<file path="src/rtl/regfile_dump.sv">
// Debug read-out engine: freezes the core, walks the register file read port and
// streams (address, data) pairs over valid/ready. Optional REGDUMP_SKIP_ZERO_EN drops zero-valued registers.
module regfile_dump #(
  parameter int WIDTH      = 32,
  parameter int ADDR_WIDTH = 5
) (
  input  logic                  clk,
  input  logic                  reset,
  input  logic                  start,
  output logic                  haltReq,
  input  logic                  haltAck,
  output logic [ADDR_WIDTH-1:0] rfAddr,
  input  logic [WIDTH-1:0]      rfData,
  output logic                  outValid,
  input  logic                  outReady,
  output logic [ADDR_WIDTH-1:0] outAddr,
  output logic [WIDTH-1:0]      outData,
  output logic                  busy,
  output logic                  done
);

  typedef enum logic [2:0] {
    S_IDLE,
    S_HALT,
    S_READ,
    S_SEND,
    S_DONE
  } state_t;

  localparam logic [ADDR_WIDTH-1:0] IDX_MAX = '1;

  state_t                r_state;
  state_t                w_state_next;
  logic [ADDR_WIDTH-1:0] r_idx;
  logic [ADDR_WIDTH-1:0] w_idx_next;
  logic [ADDR_WIDTH-1:0] r_out_addr;
  logic [ADDR_WIDTH-1:0] w_out_addr_next;
  logic [WIDTH-1:0]      r_out_data;
  logic [WIDTH-1:0]      w_out_data_next;
  logic                  w_last;

  assign w_last = (r_idx == IDX_MAX);

  always_ff @(posedge clk) begin
    if (reset) begin
      r_state    <= S_IDLE;
      r_idx      <= '0;
      r_out_addr <= '0;
      r_out_data <= '0;
    end else begin
      r_state    <= w_state_next;
      r_idx      <= w_idx_next;
      r_out_addr <= w_out_addr_next;
      r_out_data <= w_out_data_next;
    end
  end

  always_comb begin
    w_state_next    = r_state;
    w_idx_next      = r_idx;
    w_out_addr_next = r_out_addr;
    w_out_data_next = r_out_data;
    case (r_state)
      S_IDLE: begin
        if (start) begin
          w_state_next = S_HALT;
          w_idx_next   = '0;
        end
      end
      S_HALT: begin
        if (haltAck) begin
          w_state_next = S_READ;
        end
      end
      S_READ: begin
`ifdef REGDUMP_SKIP_ZERO_EN
        // Zero registers are consumed in one cycle without producing an entry.
        if (rfData == '0) begin
          if (w_last) begin
            w_state_next = S_DONE;
          end else begin
            w_idx_next = r_idx + 1'b1;
          end
        end else begin
          w_out_addr_next = r_idx;
          w_out_data_next = rfData;
          w_state_next    = S_SEND;
        end
`else
        w_out_addr_next = r_idx;
        w_out_data_next = rfData;
        w_state_next    = S_SEND;
`endif
      end
      S_SEND: begin
        if (outReady) begin
          if (w_last) begin
            w_state_next = S_DONE;
          end else begin
            w_idx_next   = r_idx + 1'b1;
            w_state_next = S_READ;
          end
        end
      end
      S_DONE: begin
        w_state_next = S_IDLE;
      end
      default: begin
        w_state_next = S_IDLE;
      end
    endcase
  end

  assign haltReq  = (r_state == S_HALT) || (r_state == S_READ) || (r_state == S_SEND);
  assign rfAddr   = r_idx;
  assign outValid = (r_state == S_SEND);
  assign outAddr  = r_out_addr;
  assign outData  = r_out_data;
  assign busy     = (r_state != S_IDLE);
  assign done     = (r_state == S_DONE);

endmodule

</file>
<file path="config.mk">
export PLATFORM = sky130hd
export DESIGN_NAME = regfile_dump
export DESIGN_NICKNAME = d
export VERILOG_FILES = /design/src/rtl/regfile_dump.sv
export SDC_FILE = /design/constraint.sdc
export NUM_CORES = 1
export LEC_CHECK = 0
export BUFFER_PORTS_ARGS = -buffer_cell sky130_fd_sc_hd__buf_4
export CORE_MARGIN = 1
export CORE_UTILIZATION = 40
export CTS_CLUSTER_SIZE = 8
export DETAILED_ROUTE_END_ITERATION = 10
export PLACE_DENSITY_LB_ADDON = 0.25
export SYNTH_ARGS = -nofsm -noshare
export SYNTH_HDL_FRONTEND = slang
export SYNTH_SLANG_ARGS = --single-unit
</file>
<file path="constraint.sdc">
create_clock -name clk -period 3.4 [get_ports clk]
set_input_delay 0.34 -clock clk [delete_from_list [all_inputs] [get_ports clk]]
set_output_delay 0.34 -clock clk [all_outputs]
set_load 0.01 [all_outputs]
</file>
---- Word-level counts from Yosys, hierarchy flattened ----
Cells that the tools add are included.
storage, ports and cells
  flip-flop bits (word level) ............. 45
  bits of input ports ..................... 37
  output and inout bits ................... 46
  logic and storage cells ................. 30
operators by class
  add/subtract/negate cells ............... 1
  equal/unequal tests ..................... 9
  multiplexer cells ....................... 9
  reduce and logical (&&, ||, !) cells .... 7
operator list
  operator             count
  $mux 5               3
  $mux 3               4
  $pmux 3 s4           1
  $pmux 5 s2           1
  $eq 3x2->1 const B   2
  $ne 2x2->1 const B   3
  $add 5x1->5 const B  1
  $eq 5x5->1 const B   1
  $reduce_and 4->1     1
  $eq 3x1->1 const B   1
  $eq 3x3->1 const B   1
  $logic_not 3->1      1
  $reduce_and 3->1     1
  $reduce_bool 3->1    1
  $logic_or 1x1->1     2
  $ne 2x1->1 const B   1
  $reduce_bool 2->1    1

---- Depth between registers and ports, before layout ----
Gate-level depths: netlist (run 1).
  depth in word-level cells ............... 4
  gate-level depth with buffers ........... 6
  mapped depth without buffers ............ 6

---- Worst setup path before layout (run 1) ----
Ideal clock, no wire load.
  kind .................................... register -> register
  start point ............................. register r_idx[0], in the netlist rfAddr[0]
  end point ............................... register r_idx[1], in the netlist rfAddr[1]
  library setup time ...................... 72 ps
  arrival ................................. 1582 ps
  required time ........................... 3328 ps
  path slack .............................. 1746 ps
  stages on the path, launching flop included .. 7
  buffers on the path ..................... 0
  period minus slack after synthesis ...... 1654 ps
  cells stage by stage .................... dfxtp_1 > ha_1 > and3_1 > ha_1 > nand4b_1 > a21oi_2 > mux2i_1
on the way
  longest elaborated chain between the ends .. 4
  elaborated cells between the ends (all ways) .. 7
  classes of those cells .................. 1 x add/sub; 2 x eq/ne; 3 x mux; 1 x reduce/logical
ends and longest elaborated chain
  item                      line  text
  start: declaration        34    logic [ADDR_WIDTH-1:0] r_idx;
  start signal: assignment  52    r_idx <= w_idx_next;
  $add 5x1->5               100   w_idx_next = r_idx + 1'b1;
  $mux 5                    97    if (w_last) begin
  $mux 5                    96    if (outReady) begin
  $pmux 5 s2                63    case (r_state)
Several ways; a longest one is shown, not always the timed one. The select of a mux whose other input is x is not followed.
A chain may end at the register's enable or synchronous reset.

---- Final worst setup path (run 1) ----
  start point ............................. register r_state[0]
  end point ............................... register r_out_addr[3], in the netlist outAddr[3]
on the way
  longest elaborated chain between the ends .. 1
ends and longest elaborated chain
  item                      line  text
  start: declaration        32    state_t r_state;
  start signal: assignment  51    r_state <= w_state_next;
  $eq 3x2->1                63
  end signal: assignment    53    r_out_addr <= w_out_addr_next;
  end: declaration          36    logic [ADDR_WIDTH-1:0] r_out_addr;
No other way between the ends.

==> results of run 1 <==
-- cell families after synthesis --
family	count (synthesis)	synth area share, %
simple gates	102	25.8
compound gates	46	15.3
flops	45	50.6
buf+inv	18	5.76
mux	2	1.12
fa+ha+maj	2	1.40
-- power groups by stage --
stage	Combinational (uW)	Sequential (uW)	Clock (uW)
6_report	144	561	406
5_1_grt	160	564	436
4_1_cts	146	561	416
3_5_place_dp	146	574	0
3_3_place_gp	144	573	0
2_1_floorplan	74.5	576	0
-- flip-flops by register name, summed over array words and instances (netlist names) --
signal	flops
rfAddr	5
r_state	3
outData	32
outAddr	5
-- per-stage QoR --
stage	total power, uW	instance area (sq um)	std cells
after global routing	1160	2490	340
after CTS	1120	2490	340
after floorplan	650	1780	215
after global placement	717	2370	332
after detailed placement	720	2370	332
final	1110	2490	340
-- worst max-delay path: stages, from the launching register on --
cell and delay [ns]:
dfxtp_1 0.56, or3b_1 0.98, nand2_1 0.17, a21oi_2 0.18
-- cell usage in the layout (no fill, tap or decap), types with 4 or more instances in the layout --
cell type	instances
a21oi_1	34
a21oi_2	5
buf_4	83
clkbuf_8	6
dfxtp_1	45
nand2_1	78
nand2b_1	4
nor2_1	4
-- how the worst max path moves through the flow --
| stage | end | slack [ns] |
|---|---|---|
| 6_report | outAddr[3] | 1.43 |
| 5_1_grt | outAddr[0] | 1.20 |
| 4_1_cts | outAddr[3] | 1.41 |
| 3_5_place_dp | outAddr[0] | 1.44 |
| 3_3_place_gp | outAddr[3] | 1.49 |
| 2_1_floorplan | rfAddr[1] | 1.75 |
-- final cells by class --
cell class / count / share of cell area [%]
multi-input combinational: 152 / 31.3
sequential: 45 / 36.2
clock inverter: 1 / 1.21
tap: 50 / 2.51
inverter: 2 / 0.302
timing repair buffer: 83 / 25.0
clock buffer: 7 / 3.47
-- routing by layer --
metal | wire [um] | vias to the layer above | share of wire (%)
li1 | - | 855 | -
met5 | 0 | - | 0
met4 | 40 | 0 | 0.98
met1 | 1740 | 741 | 43
met3 | 297 | 4 | 7.3
met2 | 2000 | 60 | 49
==> flow_metrics.tcl, run 1 <==
set metrics [dict create \
    hold_viol 0 \
    synth-main-ff-cell "dfxtp_1" \
    crit_start "r_state[0]" \
    r2r-start "r_state[0]" \
    gp_congestion 0.820 \
    diodes 0 \
    synth_edf_count 0 \
    fp.dieH_um 68.7 \
    detailed_place_hpwl_um 2770 \
    clock.fmax_mhz 509 \
    grt_pass1_wl_um 6010 \
    cts.clk_slew.worst_paths_ns 0.08 \
    synth_common_cells "nand2_1 (78), dfxtp_1 (45), a21oi_1 (34), clkbuf_1 (9), a21oi_2 (5)" \
    reg2reg_setup_slack_ns 1.43 \
    numCtsBuffers 5 \
    synthArstFlopShare_pct 0 \
    synth_cell_type_count 32 \
    area_growth_pct 39.7 \
    htreeDepth 2 \
    die_area_sq_mm 0.00473 \
    yosysWarnings 0 \
    finalCriticalPeriod_ns 1.97 \
    crit_required_ns 3.62 \
    use_met3_pct 4.28 \
    whs_path_depth 3 \
    grt_usage_pct 17.1 \
    p_leak_uw 0.00104 \
    min_from "rfData[0]" \
    fin_util_pct 60.1 \
    r2r_end "outAddr[3]" \
    dr.pass1.iters 4 \
    p_sw_uw 252 \
    combPwrFrac_pct 13.0 \
    ioPinCount 83 \
    worstMarginPinSlew_ns 1.21 \
    yosysMostFrequentCell "nand2_1" \
    cts_tree "built" \
    post_cts.repair.setup_buffers 0 \
    vias 1660 \
    antenna_found_initial 0 \
    crit_arrival_ns 2.19 \
    rr_worst_depth 3 \
    synthCells 215 \
    root_buffer "clkbuf_8" \
    setup_slack_ns 1.43 \
    slew_viol_final 0 \
    area.sequential_sq_um 901 \
    p_int_uw 860 \
    grt_max_degree 49 \
    peakVddDrop_v 0.000211 \
    power.density_mw_per_mm2 447 \
    use_met2_pct 29.4 \
    whs_ns 0.296 \
    cts_hold_buf 0 \
    num-fill-cells 392 \
    max_cap_violations 0 \
    setup_violations 0 \
    drt_wl_total_um 4070 \
    insertion_delay_ns 0.28 \
    seq_area_frac_synth_pct 50.6 \
    hold_class "in2reg" \
    port_buffers 82 \
    clk_path_buf_depth 2 \
    grt_pass1_vias 1397 \
    die_w_um 68.7 \
    synth_top_area_share_pct 50.6 \
    pre_cts_slack_ns 1.44 \
    period_share_pct 57.8 \
    core_area_sq_mm 0.00414 \
    top_usage_layer "met2" \
    vias_per_cell 4.88 \
    synth.largest_area_cell "dfxtp_1" \
    synth.area.top_cells "dfxtp_1 (51%), nand2_1 (16%), a21oi_1 (9.6%)" \
    status "completed" \
    start_util_pct 43.0 \
    min_to "outData[0]" \
    critPathCaptureType "register" \
    syn-num-nets 254 \
    ys_ff_latch 45 \
    synth.avg_cell_area_sq_um 8.29 \
    fin_setup_tns_ns 0 \
    initialDrtViolationCount 98 \
    cp-start-kind "register" \
    syn_area_sq_mm 0.00178 \
    final_nets 328 \
    met1_usage_pct 20.5 \
    post-route-drc-count 0 \
    critical_path_class "reg2reg" \
    numClockSinks 45 \
    cts-resized-gates 0 \
    crit_fanout 37 \
    slew_headroom_pct 19.3 \
    power_frac_clock_pct 36.5 \
    num_rows 23 \
    wl_per_cell_um 12.0 \
    p_sw_share_pct 22.7 \
    drive_gt1_share_pct 33.4 \
    multi_input_area_sq_um 778 \
    grt.overflow.total 0 \
    skew_ns 0.000764 \
    power_frac_seq_pct 50.5 \
    rsz0062_at_grt "no" \
    drt.antenna.violating_nets 0 \
]
(Power assumes the default switching activity.)
==> run 2, diff against run 1 <==
ABC_AREA = 1   (was not set)
clock period = 1.9 ns   (was 3.4 ns; I/O delays follow)
==> run 2 against run 1 <==
Effect of this change: core utilization up 0.78 points; worst setup slack worse by 1.1 ns; critical path depth up 8; largest power group unchanged; count of clock-buffer cells in the layout down 2; first-iteration DRC count down 12%.
==> flow_metrics.tcl, run 2 <==
set metrics [dict create \
    fin_util_pct 60.8 \
    vias_per_cell 4.63 \
    final_cells 369 \
    synth.area.top_cells "dfxtp_1 (51%), nor2_1 (19%), o21ai_0 (9.9%)" \
    mostFrequentLayoutCells "nor2_1 (89), buf_4 (85), dfxtp_1 (45), o21ai_0 (35), nand2_1 (15)" \
    period_share_pct 81.3 \
    cts_hold_buf 0 \
    p_leak_uw 0.00117 \
    largest_reg_flops 32 \
    port_buffers 82 \
    die_area_sq_mm 0.00468 \
    yosysWarnings 0 \
    num_rows 23 \
    area_growth_pct 42.0 \
    cts-resized-gates 0 \
    vias 1707 \
    synth_top_area_share_pct 51.1 \
    grt_pass1_wl_um 6120 \
    drt.antenna.violating_nets 0 \
    yosysMostFrequentCell "nor2_1" \
    cpPeakStageDelay_ns 0.44 \
    cp-start-kind "register" \
    synth_common_cells "nor2_1 (89), dfxtp_1 (45), o21ai_0 (35), nand2_1 (15), nand3_1 (12)" \
    post_cts.repair.setup_buffers 0 \
    max_cap_violations 0 \
    syn_area_sq_mm 0.00176 \
    slew_headroom_pct 74.9 \
    final_common_cell "nor2_1" \
    hold_viol 0 \
    synth-main-ff-cell "dfxtp_1" \
    detailed_place_hpwl_um 2920 \
    crit_fanout 6 \
    fp.dieH_um 68.4 \
    synthArstFlopShare_pct 0 \
    seq_area_frac_synth_pct 51.1 \
    setup_violations 0 \
    drive_gt1_share_pct 32.9 \
    dr.pass1.iters 4 \
    grt_usage_pct 17.6 \
    htreeDepth 2 \
    path_common_cell "nor2_1" \
    wl_per_cell_um 11.0 \
    peakVddDrop_v 0.000483 \
    grt.overflow.total 0 \
    grt_pass1_vias 1440 \
    dpl_cell_area_sq_mm 0.00242 \
    gp_congestion 0.862 \
    clk_path_buf_depth 2 \
    critPathCaptureType "register" \
    fin_setup_tns_ns 0 \
    rr_worst_depth 11 \
    whs_path_depth 2 \
    ys_ff_latch 45 \
    worstMarginPinSlew_ns 0.376 \
    post-route-drc-count 0 \
    start_util_pct 42.8 \
    cts.clk_slew.worst_paths_ns 0.08 \
    finalCriticalPeriod_ns 1.54 \
    crit_chain "ha_1 > nand2_1 > nor2_1 > ha_1 > inv_1 > nand2_1 > nand2_2 > nand2_4 > inv_2 > nor2_1 > nor2_1" \
    slew_viol_final 0 \
    core_area_sq_mm 0.00412 \
    crit_required_ns 2.09 \
    power.density_mw_per_mm2 873 \
    skew_ns 0.00933 \
    synth_cell_type_count 21 \
    diodes 0 \
    rsz0062_at_grt "no" \
    antenna_found_initial 0 \
    initialDrtViolationCount 86 \
    grt_max_degree 37 \
    final_nets 357 \
    synth_edf_count 0 \
    insertion_delay_ns 0.30 \
    numCtsBuffers 5 \
    dp.cells 361 \
    syn-num-nets 275 \
    whs_ns 0.0703 \
    ioPinCount 83 \
    cts_tree "built" \
    status "completed" \
    reg2reg_setup_slack_ns 0.36 \
    numClockSinks 45 \
    synthCells 236 \
    cp_slowest_cell "dfxtp_1" \
    drt_wl_total_um 4050 \
    synth.avg_cell_area_sq_um 7.47 \
    critical_path_class "reg2reg" \
    hold_class "in2reg" \
    die_w_um 68.4 \
    synth.largest_area_cell "dfxtp_1" \
    clock.fmax_mhz 648 \
    root_buffer "clkbuf_8" \
    crit_arrival_ns 1.74 \
    fin_area_sq_mm 0.00250 \
]
==> run 2: cell count changes in the layout (fill, tap and decap cells not counted), moves of 3 or more <==
cell      delta
nor2_1      +85
nand2_1     -63
o21ai_0     +35
a21oi_1     -32
nand3_1     +11
inv_1        +6
a21oi_2      -4
nand2b_1     -4
inv_2        +3
nand2_2      +3
nor3_1       +3
==> run 2: through the flow <==
stage	total power, uW	worst slack (ns)
2_1_floorplan	1400	0.446
3_3_place_gp	1640	0.419
3_5_place_dp	1640	0.365
4_1_cts	2220	0.346
5_1_grt	2330	0.176
6_report	2190	0.356
==> run 2: final timing paths <==
kind                                  start     endpoint
worst max-delay path              rfAddr[1]    rfAddr[1]
worst min-delay path                  reset    rfAddr[2]
worst max register to register    rfAddr[1]    rfAddr[1]
worst min register to register  outData[23]  outData[23]
==> run 2: power by group <==
part / leakage (uW) / switching [uW] / internal [uW]
Clock: 0.0000439 / 317 / 254
Sequential: 0.000367 / 62.8 / 1030
Combinational: 0.000756 / 262 / 258
Total: 0.00117 / 641 / 1540
==> run 2: logic make-up after synthesis <==
kind of cell / after synthesis / synth area share, %
simple gates: 127 / 29.8
buf+inv: 22 / 6.10
flops: 45 / 51.1
fa+ha+maj: 2 / 1.42
compound gates: 40 / 11.6
==> run 2: final cells by class <==
| type | count | area (sq um) |
|---|---|---|
| multi-input cells | 169 | 754 |
| repair buffers | 86 | 658 |
| well taps | 50 | 62.6 |
| clock inverters | 3 | 17.5 |
| clock buffers | 5 | 68.8 |
| flip-flops and latches | 45 | 901 |
| fillers | 400 | 1610 |
| inverters | 11 | 41.3 |
==> run 2: critical path, delay by kind of cell, from the launching register on <==
family        cells  cell delay, ns
fa+ha+maj         2            0.34
simple gates      7            0.56
flops             1            0.44
buf+inv           2            0.10
==> run 2: routing by layer <==
layer,part of all wire [%],up-vias,GRT usage (%)
met3,8.0,2,6.67
met4,0.32,0,5.47
met1,44,740,20.6
li1,-,914,-
met5,0,-,0
met2,48,51,29.3
==> run 3, diff against run 2 <==
ABC_AREA = 0   (was 1)
clock period = 1.45 ns   (was 1.9 ns; I/O delays follow)
==> run 3 against run 2 <==
Effect of this change: the flow now finishes with violations (setup timing); non-clock buffer count grew 13; core utilization rose by 4.7 points; largest cell class unchanged; clock skew fell by 0.0033 ns; worst setup slack lost 0.49 ns; design area rose by 8.4%; die area up 1.0%; cell count fell by 3.5%.
==> flow_metrics.tcl, run 3 (synthesized netlist as in run 1, its figures left out) <==
set metrics [dict create \
    wl_per_cell_um 12.3 \
    gp_congestion 0.850 \
    start_util_pct 43.0 \
    crit_required_ns 1.63 \
    power.total_uw 2720 \
    drive_gt1_share_pct 40.5 \
    final_nets 344 \
    cp-start-kind "register" \
    port_buffers 82 \
    peakVddDrop_v 0.000500 \
    power.density_mw_per_mm2 1000 \
    grt_pass1_wl_um 6690 \
    fp.dieH_um 68.7 \
    crit_fanout 5 \
    critical_path_class "reg2reg" \
    htreeDepth 2 \
    grt.overflow.total 0 \
    cts_tree "built" \
    fin_util_pct 65.5 \
    post-route-drc-count 0 \
    vias 1743 \
    crit_arrival_ns 1.77 \
    drt.antenna.violating_nets 0 \
    ioPinCount 83 \
    fin_setup_tns_ns -0.584 \
    mostFrequentLayoutCells "buf_4 (94), nand2_1 (78), dfxtp_1 (40), a21oi_1 (34), clkbuf_8 (5)" \
    insertion_delay_ns 0.29 \
    critPathCaptureType "register" \
    period_share_pct 110 \
    grt_usage_pct 18.7 \
    cts_hold_buf 0 \
    r2r_end "rfAddr[3]" \
    rsz0062_at_grt "yes" \
    reg2reg_setup_slack_ns -0.14 \
    grt_max_degree 38 \
    finalCriticalPeriod_ns 1.59 \
    area_growth_pct 52.4 \
    detailed_place_hpwl_um 3050 \
    violations "setup timing" \
    diodes 0 \
    die_area_sq_mm 0.00473 \
    cpPeakStageDelay_ns 0.36 \
    r2r-start "rfAddr[0]" \
    largest_reg_flops 32 \
    cp_slowest_cell "dfxtp_4" \
    grt_pass1_vias 1538 \
    root_buffer "clkbuf_8" \
    num_rows 23 \
    drt_wl_total_um 4390 \
    initialDrtViolationCount 108 \
    die_w_um 68.7 \
    path_common_cell "ha_4" \
    cp-endpoint "rfAddr[3]" \
    status "complete, but fails checks" \
    clock.fmax_mhz 629 \
    numCtsBuffers 5 \
    worstMarginPinSlew_ns 0.280 \
    slew_headroom_pct 81.3 \
    hold_viol 0 \
    vias_per_cell 4.90 \
    core_area_sq_mm 0.00414 \
    antenna_found_initial 0 \
    hold_class "in2reg" \
    slew_viol_final 0 \
    setup_violations 5 \
    numClockSinks 45 \
    dr.pass1.iters 4 \
    clk_path_buf_depth 2 \
    p_leak_uw 0.00114 \
    setup_slack_ns -0.139 \
    cts.clk_slew.worst_paths_ns 0.08 \
    crit_start "rfAddr[0]" \
    final_common_cell "buf_4" \
    rr_worst_depth 6 \
    pre_cts_slack_ns -0.149 \
    max_cap_violations 0 \
    crit_chain "ha_4 > and3_4 > ha_4 > nand4b_1 > a221oi_1 > o21bai_1" \
    skew_ns 0.00599 \
]
==> run 3: cell count changes in the layout (fill, tap and decap cells not counted), moves of 9 or more <==
cell / delta
nor2_1: -85
nand2_1: +63
buf_4: +9
o21ai_0: -35
nand3_1: -11
a21oi_1: +32
==> run 3: power by group <==
part	internal (uW)	switching (uW)	total, uW	leakage (uW)
combinational	215	183	397	0.000709
sequential	1280	27.6	1300	0.000368
clock	615	403	1020	0.0000663
total	2110	613	2720	0.00114
==> run 3: layout make-up <==
class                           count  area, sq um
Clock inverter                      2         35.0
Fill cell                         359         1430
Tap cell                           50         62.6
Clock buffer                        6         93.8
Inverter                            2         7.51
Timing Repair Buffer               99          779
Sequential cell                    45          915
Multi-Input combinational cell    152          822
==> run 3: stage by stage <==
step / instance area [sq um] / cells / hold WS [ns]
CTS: 2680 / 354 / 0.0885
global route: 2720 / 356 / 0.0823
global placement: 2520 / 344 / 0.393
detailed placement: 2520 / 344 / 0.403
finish: 2720 / 356 / 0.0960
floorplan: 1820 / 215 / 0.281
==> run 3: timing repair <==
action	in CTS	in global routing
pin swaps	0	2
cloned	0	0
setup buffers	2	2
setup endpoints to repair	7	7
gates resized for setup	5	6
==> run 3: critical path, delay by kind of cell (launching register included) <==
family | cells | cell delay [ns]
AND/OR/NAND/NOR | 2 | 0.42
AO/OA/AOI/OAI | 2 | 0.40
flip-flops | 1 | 0.36
adder cells (fa/ha/maj) | 2 | 0.32
==> run 3: metal layers <==
layer	up-vias	part of all wire, %	GRT usage (%)
met4	0	0.59	4.59
li1	887	-	-
met2	54	50	33.5
met5	-	0	0
met1	800	42	22.1
met3	2	6.9	4.93
==> run 3: worst min path at each step <==
stage / from / end / slack (ns) / cells past startpoint
6_report: rfData[5] / outData[5] / 0.1 / 3
5_1_grt: rfData[6] / outData[6] / 0.08 / 3
4_1_cts: rfData[6] / outData[6] / 0.09 / 3
3_5_place_dp: rfData[19] / outData[19] / 0.40 / 3
3_3_place_gp: rfData[5] / outData[5] / 0.39 / 3
2_1_floorplan: rfData[0] / outData[0] / 0.28 / 2
